### src/rtl/rr_priority_arbiter_pkg.sv
// Shared definitions for the rr_priority_arbiter block: FSM encoding,
// selection-mode strings and a constant log2 helper.
package rr_priority_arbiter_pkg;

    typedef enum logic [0:0] {
        ST_IDLE  = 1'b0,
        ST_GRANT = 1'b1
    } arb_state_t;

    localparam string MODE_RR    = "RR";
    localparam string MODE_FIXED = "FIXED";
    localparam string PRIO_MSB   = "MSB";
    localparam string PRIO_LSB   = "LSB";

    // Ceiling log2. Returns the number of bits needed to index 'value' items.
    function automatic int clog2(input int value);
        int result;
        int rem;
        result = 0;
        rem    = value - 1;
        while (rem > 0) begin
            result = result + 1;
            rem    = rem >>> 1;
        end
        return result;
    endfunction

endpackage

### src/rtl/rr_priority_arbiter_rr_mask_encoder.sv
// rr_mask_encoder: combinational winner search for the arbiter.
// One bit of the request vector can be masked out (the outgoing owner).
// The masked vector is duplicated, shifted right by the start pointer and
// scanned for its lowest set bit, so the search wraps WIDTH-1 -> 0 for free.
// With REVERSE set the vector is bit-reversed before the scan and the index
// mirrored afterwards, turning a lowest-first search into highest-first.
module rr_mask_encoder
    import rr_priority_arbiter_pkg::*;
#(
    parameter int  WIDTH   = 8,
    parameter bit  REVERSE = 1'b0,
    localparam int IW      = clog2(WIDTH)
) (
    input  logic [WIDTH-1:0] vec,
    input  logic [IW-1:0]    start_ptr,
    input  logic [IW-1:0]    mask_idx,
    input  logic             mask_en,
    output logic [IW-1:0]    winner,
    output logic             any_valid
);

    logic [WIDTH-1:0]   mask_vec_s;
    logic [WIDTH-1:0]   masked_s;
    logic [WIDTH-1:0]   ordered_s;
    logic [2*WIDTH-1:0] doubled_s;
    logic [WIDTH-1:0]   rotated_s;
    logic [IW-1:0]      offset_s;
    logic [IW-1:0]      pos_s;

    // Mask the owner bit, optionally mirror, then rotate so start_ptr lands at bit 0
    always_comb begin
        mask_vec_s = {{(WIDTH-1){1'b0}}, mask_en} << mask_idx;
        masked_s   = vec & ~mask_vec_s;
        for (int i = 0; i < WIDTH; i++) begin
            ordered_s[i] = REVERSE ? masked_s[WIDTH-1-i] : masked_s[i];
        end
        doubled_s = {ordered_s, ordered_s};
        rotated_s = WIDTH'(doubled_s >> start_ptr);
        any_valid = |ordered_s;
    end

    // Find the lowest set bit of the rotated vector and map it back to an index
    always_comb begin
        offset_s = {IW{1'b0}};
        for (int i = WIDTH - 1; i >= 0; i--) begin
            offset_s = rotated_s[i] ? IW'(i) : offset_s;
        end
        pos_s  = offset_s + start_ptr;
        winner = REVERSE ? (IW'(WIDTH - 1) - pos_s) : pos_s;
    end

endmodule

### src/rtl/rr_priority_arbiter.sv
// rr_priority_arbiter: registered N-way arbiter with ownership handshake.
// A requester keeps its grant until it releases or drops its request; the
// next owner is chosen on that same edge with the outgoing owner excluded.
// Selection is round-robin (MODE="RR") or fixed priority (MODE="FIXED",
// PRIORITY="MSB"/"LSB").
// Optional feature macro: ARB_TIMEOUT_EN -- forces end of ownership after
// MAX_HOLD cycles and pulses 'timeout'. Without it timeout is constant 0.
// The release input is named release_in because 'release' is a reserved word.
module rr_priority_arbiter
    import rr_priority_arbiter_pkg::*;
#(
    parameter int    WIDTH    = 8,
    parameter string MODE     = "RR",
    parameter string PRIORITY = "MSB",
    parameter int    MAX_HOLD = 16,
    localparam int   IW       = clog2(WIDTH)
) (
    input  logic             clock,
    input  logic             reset,
    input  logic [WIDTH-1:0] request,
    input  logic             release_in,
    output logic [WIDTH-1:0] grant,
    output logic [IW-1:0]    grant_id,
    output logic             grant_valid,
    output logic             timeout
);

    localparam bit IS_RR   = (MODE == MODE_RR);
    localparam bit REVERSE = !IS_RR && (PRIORITY == PRIO_MSB);

    arb_state_t       state_q, state_d;
    logic [WIDTH-1:0] grant_q, grant_d;
    logic [IW-1:0]    grant_id_q, grant_id_d;
    logic             grant_valid_q, grant_valid_d;
    logic             timeout_q, timeout_d;
    logic [IW-1:0]    rr_ptr_q, rr_ptr_d;

    logic             owner_done_s;
    logic             forced_s;
    logic             limit_hit_s;
    logic             new_grant_s;
    logic [IW-1:0]    start_ptr_s;
    logic [IW-1:0]    win_id_s;
    logic             win_any_s;

`ifdef ARB_TIMEOUT_EN
    localparam int HW = clog2(MAX_HOLD);
    logic [HW-1:0] hold_cnt_q, hold_cnt_d;
`endif

    // Detect end of ownership: explicit release, dropped request or hold limit
    always_comb begin
        limit_hit_s = 1'b0;
`ifdef ARB_TIMEOUT_EN
        limit_hit_s = (hold_cnt_q == HW'(MAX_HOLD - 1));
`endif
        if (state_q == ST_GRANT) begin
            owner_done_s = release_in | ~request[grant_id_q] | limit_hit_s;
            forced_s     = limit_hit_s & ~release_in & request[grant_id_q];
        end else begin
            owner_done_s = 1'b0;
            forced_s     = 1'b0;
        end
        start_ptr_s = IS_RR ? rr_ptr_q : {IW{1'b0}};
    end

    rr_mask_encoder #(
        .WIDTH   (WIDTH),
        .REVERSE (REVERSE)
    ) u_encoder (
        .vec       (request),
        .start_ptr (start_ptr_s),
        .mask_idx  (grant_id_q),
        .mask_en   (owner_done_s),
        .winner    (win_id_s),
        .any_valid (win_any_s)
    );

    // Next-state logic for the IDLE/GRANT ownership FSM
    always_comb begin
        state_d = state_q;
        case (state_q)
            ST_IDLE: begin
                if (win_any_s) begin
                    state_d = ST_GRANT;
                end else begin
                    state_d = ST_IDLE;
                end
            end
            ST_GRANT: begin
                if (owner_done_s && !win_any_s) begin
                    state_d = ST_IDLE;
                end else begin
                    state_d = ST_GRANT;
                end
            end
            default: state_d = ST_IDLE;
        endcase
    end

    // Output and pointer updates: load a new owner, drop to idle or hold
    always_comb begin
        new_grant_s   = win_any_s & ((state_q == ST_IDLE) | owner_done_s);
        grant_d       = grant_q;
        grant_id_d    = grant_id_q;
        grant_valid_d = grant_valid_q;
        rr_ptr_d      = rr_ptr_q;
        timeout_d     = forced_s;
        if (new_grant_s) begin
            grant_d       = {{(WIDTH-1){1'b0}}, 1'b1} << win_id_s;
            grant_id_d    = win_id_s;
            grant_valid_d = 1'b1;
            rr_ptr_d      = IS_RR ? (win_id_s + IW'(1)) : {IW{1'b0}};
        end else if (owner_done_s) begin
            grant_d       = {WIDTH{1'b0}};
            grant_valid_d = 1'b0;
        end else begin
            grant_d       = grant_q;
            grant_valid_d = grant_valid_q;
        end
    end

`ifdef ARB_TIMEOUT_EN
    // Hold counter: restarts on each new owner, counts while ownership continues
    always_comb begin
        if (new_grant_s) begin
            hold_cnt_d = {HW{1'b0}};
        end else if (state_q == ST_GRANT && !owner_done_s) begin
            hold_cnt_d = hold_cnt_q + HW'(1);
        end else begin
            hold_cnt_d = {HW{1'b0}};
        end
    end

    // Hold counter register
    always_ff @(posedge clock) begin
        if (reset) begin
            hold_cnt_q <= {HW{1'b0}};
        end else begin
            hold_cnt_q <= hold_cnt_d;
        end
    end
`endif

    // State, output and pointer registers with synchronous reset
    always_ff @(posedge clock) begin
        if (reset) begin
            state_q       <= ST_IDLE;
            grant_q       <= {WIDTH{1'b0}};
            grant_id_q    <= {IW{1'b0}};
            grant_valid_q <= 1'b0;
            timeout_q     <= 1'b0;
            rr_ptr_q      <= {IW{1'b0}};
        end else begin
            state_q       <= state_d;
            grant_q       <= grant_d;
            grant_id_q    <= grant_id_d;
            grant_valid_q <= grant_valid_d;
            timeout_q     <= timeout_d;
            rr_ptr_q      <= rr_ptr_d;
        end
    end

    assign grant       = grant_q;
    assign grant_id    = grant_id_q;
    assign grant_valid = grant_valid_q;
    assign timeout     = timeout_q;

endmodule
### config.mk
export PLATFORM = sky130hd
export DESIGN_NAME = rr_priority_arbiter
export DESIGN_NICKNAME = d
export VERILOG_FILES = /design/src/rtl/rr_priority_arbiter_pkg.sv /design/src/rtl/rr_priority_arbiter_rr_mask_encoder.sv /design/src/rtl/rr_priority_arbiter.sv
export SDC_FILE = /design/constraint.sdc
export NUM_CORES = 1
export LEC_CHECK = 0
export BUFFER_PORTS_ARGS = -buffer_cell sky130_fd_sc_hd__buf_2
export CAP_MARGIN = 20
export CORE_MARGIN = 2
export CORE_UTILIZATION = 30
export CTS_BUF_LIST = sky130_fd_sc_hd__clkbuf_4
export DETAILED_ROUTE_END_ITERATION = 6
export PLACE_DENSITY = 0.52
export SKIP_LAST_GASP = 1
export SYNTH_ARGS = -nofsm -noshare
export SYNTH_HDL_FRONTEND = slang
export SYNTH_SLANG_ARGS = --single-unit
### constraint.sdc
create_clock -name clock -period 7.2 [get_ports clock]
set_input_delay 0 -clock clock [delete_from_list [all_inputs] [get_ports clock]]
set_output_delay 0 -clock clock [all_outputs]
set_load 0.005 [all_outputs]
==> results.sh <==
export IMPL_grt_antenna_before_repair=0
export IMPL_slew_violations=0
export IMPL_vias=1169
export IMPL_grt_overflow_total=0
export IMPL_flow_area_growth_from_synthesis_pct=10.9
export IMPL_cts_htree_levels=1
export IMPL_synth_warnings=0
export IMPL_dominantRegCellSynth="dfxtp_1"
export IMPL_place_port_buffers=22
export IMPL_whs_ps=37.5
export IMPL_horiz_die_dim_um=73.3
export IMPL_synthesized_area_um2=1440
export IMPL_startpoint_type="flip-flop"
export IMPL_cell_family_contributing_the_most_delay_on_the_critical_path="adder cells"
export IMPL_synth_top_area_share_pct=22.3
export IMPL_max_stage_delay_ps=690
export IMPL_cts_setup_buffers=0
export IMPL_cts_resized_gates=0
export IMPL_dp_hpwl_um=2460
export IMPL_synthDistinctLibCells=48
export IMPL_ys_async_sr_fraction_pct=0
export IMPL_route_detailed_drc=0
export IMPL_design_core_area_um2=4660
export IMPL_grt_first_pass_wirelength_um=5620
export IMPL_mean_post_synth_cell_area_um2=9.99
export IMPL_p_per_area_nw_per_um2=402
export IMPL_floorplan_initialDensity_pct=30.9
export IMPL_cts_buffers=3
export IMPL_numClockSinks=16
export IMPL_vdd_ir_drop_worst_mv=0.192
export IMPL_mappedNetlistNets=162
export IMPL_avgViaCountPerCell=5.44
export IMPL_place_gp_congestion=0.835
export IMPL_clock_tree_from_tritoncts="yes"
export IMPL_placedCellCount=211
export IMPL_synth_edf_count=0
export IMPL_fmax_mhz=236
export IMPL_crit_fanout=13
export IMPL_report_power_total_mw=0.641
export IMPL_postRouteAntennaNets=0
export IMPL_timing_final_setup_violations=0
export IMPL_timing_worst_setup_path_type="flip-flop to flip-flop"
export IMPL_insertion_delay_ps=290
export IMPL_nets=180
export IMPL_setup_tns_final_ps=0
export IMPL_finalCritPeriodShare_pct=59.0
export IMPL_critical_path_endpoint_category="flip-flop"
export IMPL_ys_seq_area_share_pct=22.3
export IMPL_worst_path_max_delay_cell="dfxtp_1"
export IMPL_design_die_area_um2=5370
export IMPL_rsz0062_at_grt="no"
export IMPL_grt_max_degree=17
export IMPL_finalClockSkew_ps=3.20
export IMPL_route_detailed_wl_per_inst_um=14.8
export IMPL_routed_wirelength_um=3180
export IMPL_register_clock_pin_slew_on_the_reported_worst_setup_and_hold_paths_ps=90
export IMPL_cts_hold_buf=0
export IMPL_power_static_leakage_nw=0.654
export IMPL_final_cells=215
export IMPL_critical_path_cell_chain="nand2b_1 > o21ai_2 > mux4_1 > o21ai_0 > nand2_1 > a311o_1 > a21oi_1 > a211oi_1 > ha_1 > fa_1 > xnor2_1 > xnor2_4 > inv_2 > ha_1 > a21oi_1 > nor2_1"
export IMPL_leading_area_contributor_after_synthesis="dfxtp_1"
export IMPL_crit_required_ps=7380
export IMPL_period_minus_slack_ps=4250
export IMPL_cts_root_buffer_cell="clkbuf_4"
export IMPL_drt_first_iter_violations=119
export IMPL_cts_buffer_depth=2
export IMPL_final_layout_size_suffix_gt1_share_pct=28.6
export IMPL_dieHeight_um=73.3
export IMPL_track_usage_pct=13.2
export IMPL_critPathBufInv=1
export IMPL_vias_in_the_first_global_route=1213
export IMPL_worstHoldPathType="input port to flip-flop"
export IMPL_critical_path_arrival_ps=4430
export IMPL_timing_max_cap_violations=0
export IMPL_design_portCount=24
export IMPL_timing_hold_violations_final=0
export IMPL_std_cell_rows=25
export IMPL_antenna_cells_inserted=0
export IMPL_status="complete, no violations"
export IMPL_synth_seq_cells=16
export IMPL_drt_pass1_iter_count=4
export IMPL_netlist_instances=144
export IMPL_max_slew_worst_pin_slew_ps=716
export IMPL_slew_limit_headroom_pct=52.3
export IMPL_yosys_top_cells_area="dfxtp_1, mux2i_1, mux4_2"
cells by family (layout without fill, tap and decap cells):
kind of cell               after synthesis  count (layout)  share of synthesized area [%]
AOI/OAI and AO/OA                       41              41                           23.8
adders and majority gates                7               7                           6.61
DFF                                     16              16                           22.3
muxes                                   19              19                           21.0
buffers and inverters                   16              33                           5.13
other                                    1               1                          0.261
and+or+nand+nor                         40              40                           17.2
xor gates and xnor gates                 4               4                           3.74
power by group:
group / internal (mW) / switching [mW] / total, mW
clock: 0.0202 / 0.0288 / 0.0490
combinational: 0.203 / 0.217 / 0.420
sequential: 0.117 / 0.0547 / 0.172
synth_stat cells (4+ instances only):
| cell | instances |
|---|---|
| a32o_1 | 7 |
| mux4_2 | 4 |
| mux2i_1 | 9 |
| ha_1 | 6 |
| o21ai_0 | 4 |
| clkbuf_1 | 4 |
| a21oi_1 | 9 |
| nor2_1 | 13 |
| inv_1 | 6 |
| dfxtp_1 | 16 |
| o21ai_2 | 4 |
| a211oi_1 | 4 |
| nand2_1 | 8 |
flip-flops by register name (all words and copies together), names as in the netlist:
register	count
state_q	1
grant_id	3
grant	8
grant_valid	1
rr_ptr_q	3
final cells by class:
class	count	area, µm²
tap	54	67.6
timing repair buffer	22	110
fill	480	3070
clock buffer	3	22.5
clock inverter	1	3.75
multi-input combinational	112	1040
sequential	16	320
inverter	7	26.3
worst paths after layout:
check	depth (start not counted)	endpoint	slack (ps)	from
setup reg to reg	16	rr_ptr_q[2]	2950	grant_id[0]
hold / removal	2	rr_ptr_q[2]	40	reset
hold reg to reg	1	grant[3]	470	grant[3]
setup / recovery	16	rr_ptr_q[2]	2950	grant_id[0]
through the flow:
stage          worst slack [ps]  utilization [%]  cell area, µm²
2_1_floorplan              3410                -            1440
6_report                   2950             34.2            1600
4_1_cts                    2970             34.2            1600
3_3_place_gp               3060             33.7            1570
5_1_grt                    2620             34.2            1600
3_5_place_dp               3000             33.7            1570
metal layers:
layer	share of wire, %	track usage (%)	vias up
met1	46	17.3	554
met3	2.9	1.51	4
li1	-	-	582
met2	50	22.1	29
met5	0	0	-
met4	1.2	4.73	0
placed cells by master, fill, tap and decap left out, types with 3 or more instances in the layout:
| master | n |
|---|---|
| a32o_1 | 7 |
| mux2i_1 | 9 |
| nand2_1 | 8 |
| a21oi_1 | 9 |
| mux4_1 | 3 |
| dfxtp_1 | 16 |
| inv_1 | 6 |
| a211oi_1 | 4 |
| nand2b_1 | 3 |
| nor4_1 | 3 |
| ha_1 | 6 |
| nor2_1 | 13 |
| o21ai_2 | 4 |
| clkbuf_4 | 3 |
| buf_2 | 22 |
| mux4_2 | 4 |
| o21ai_0 | 4 |
No activity file was read; power rests on OpenSTA's default activity.
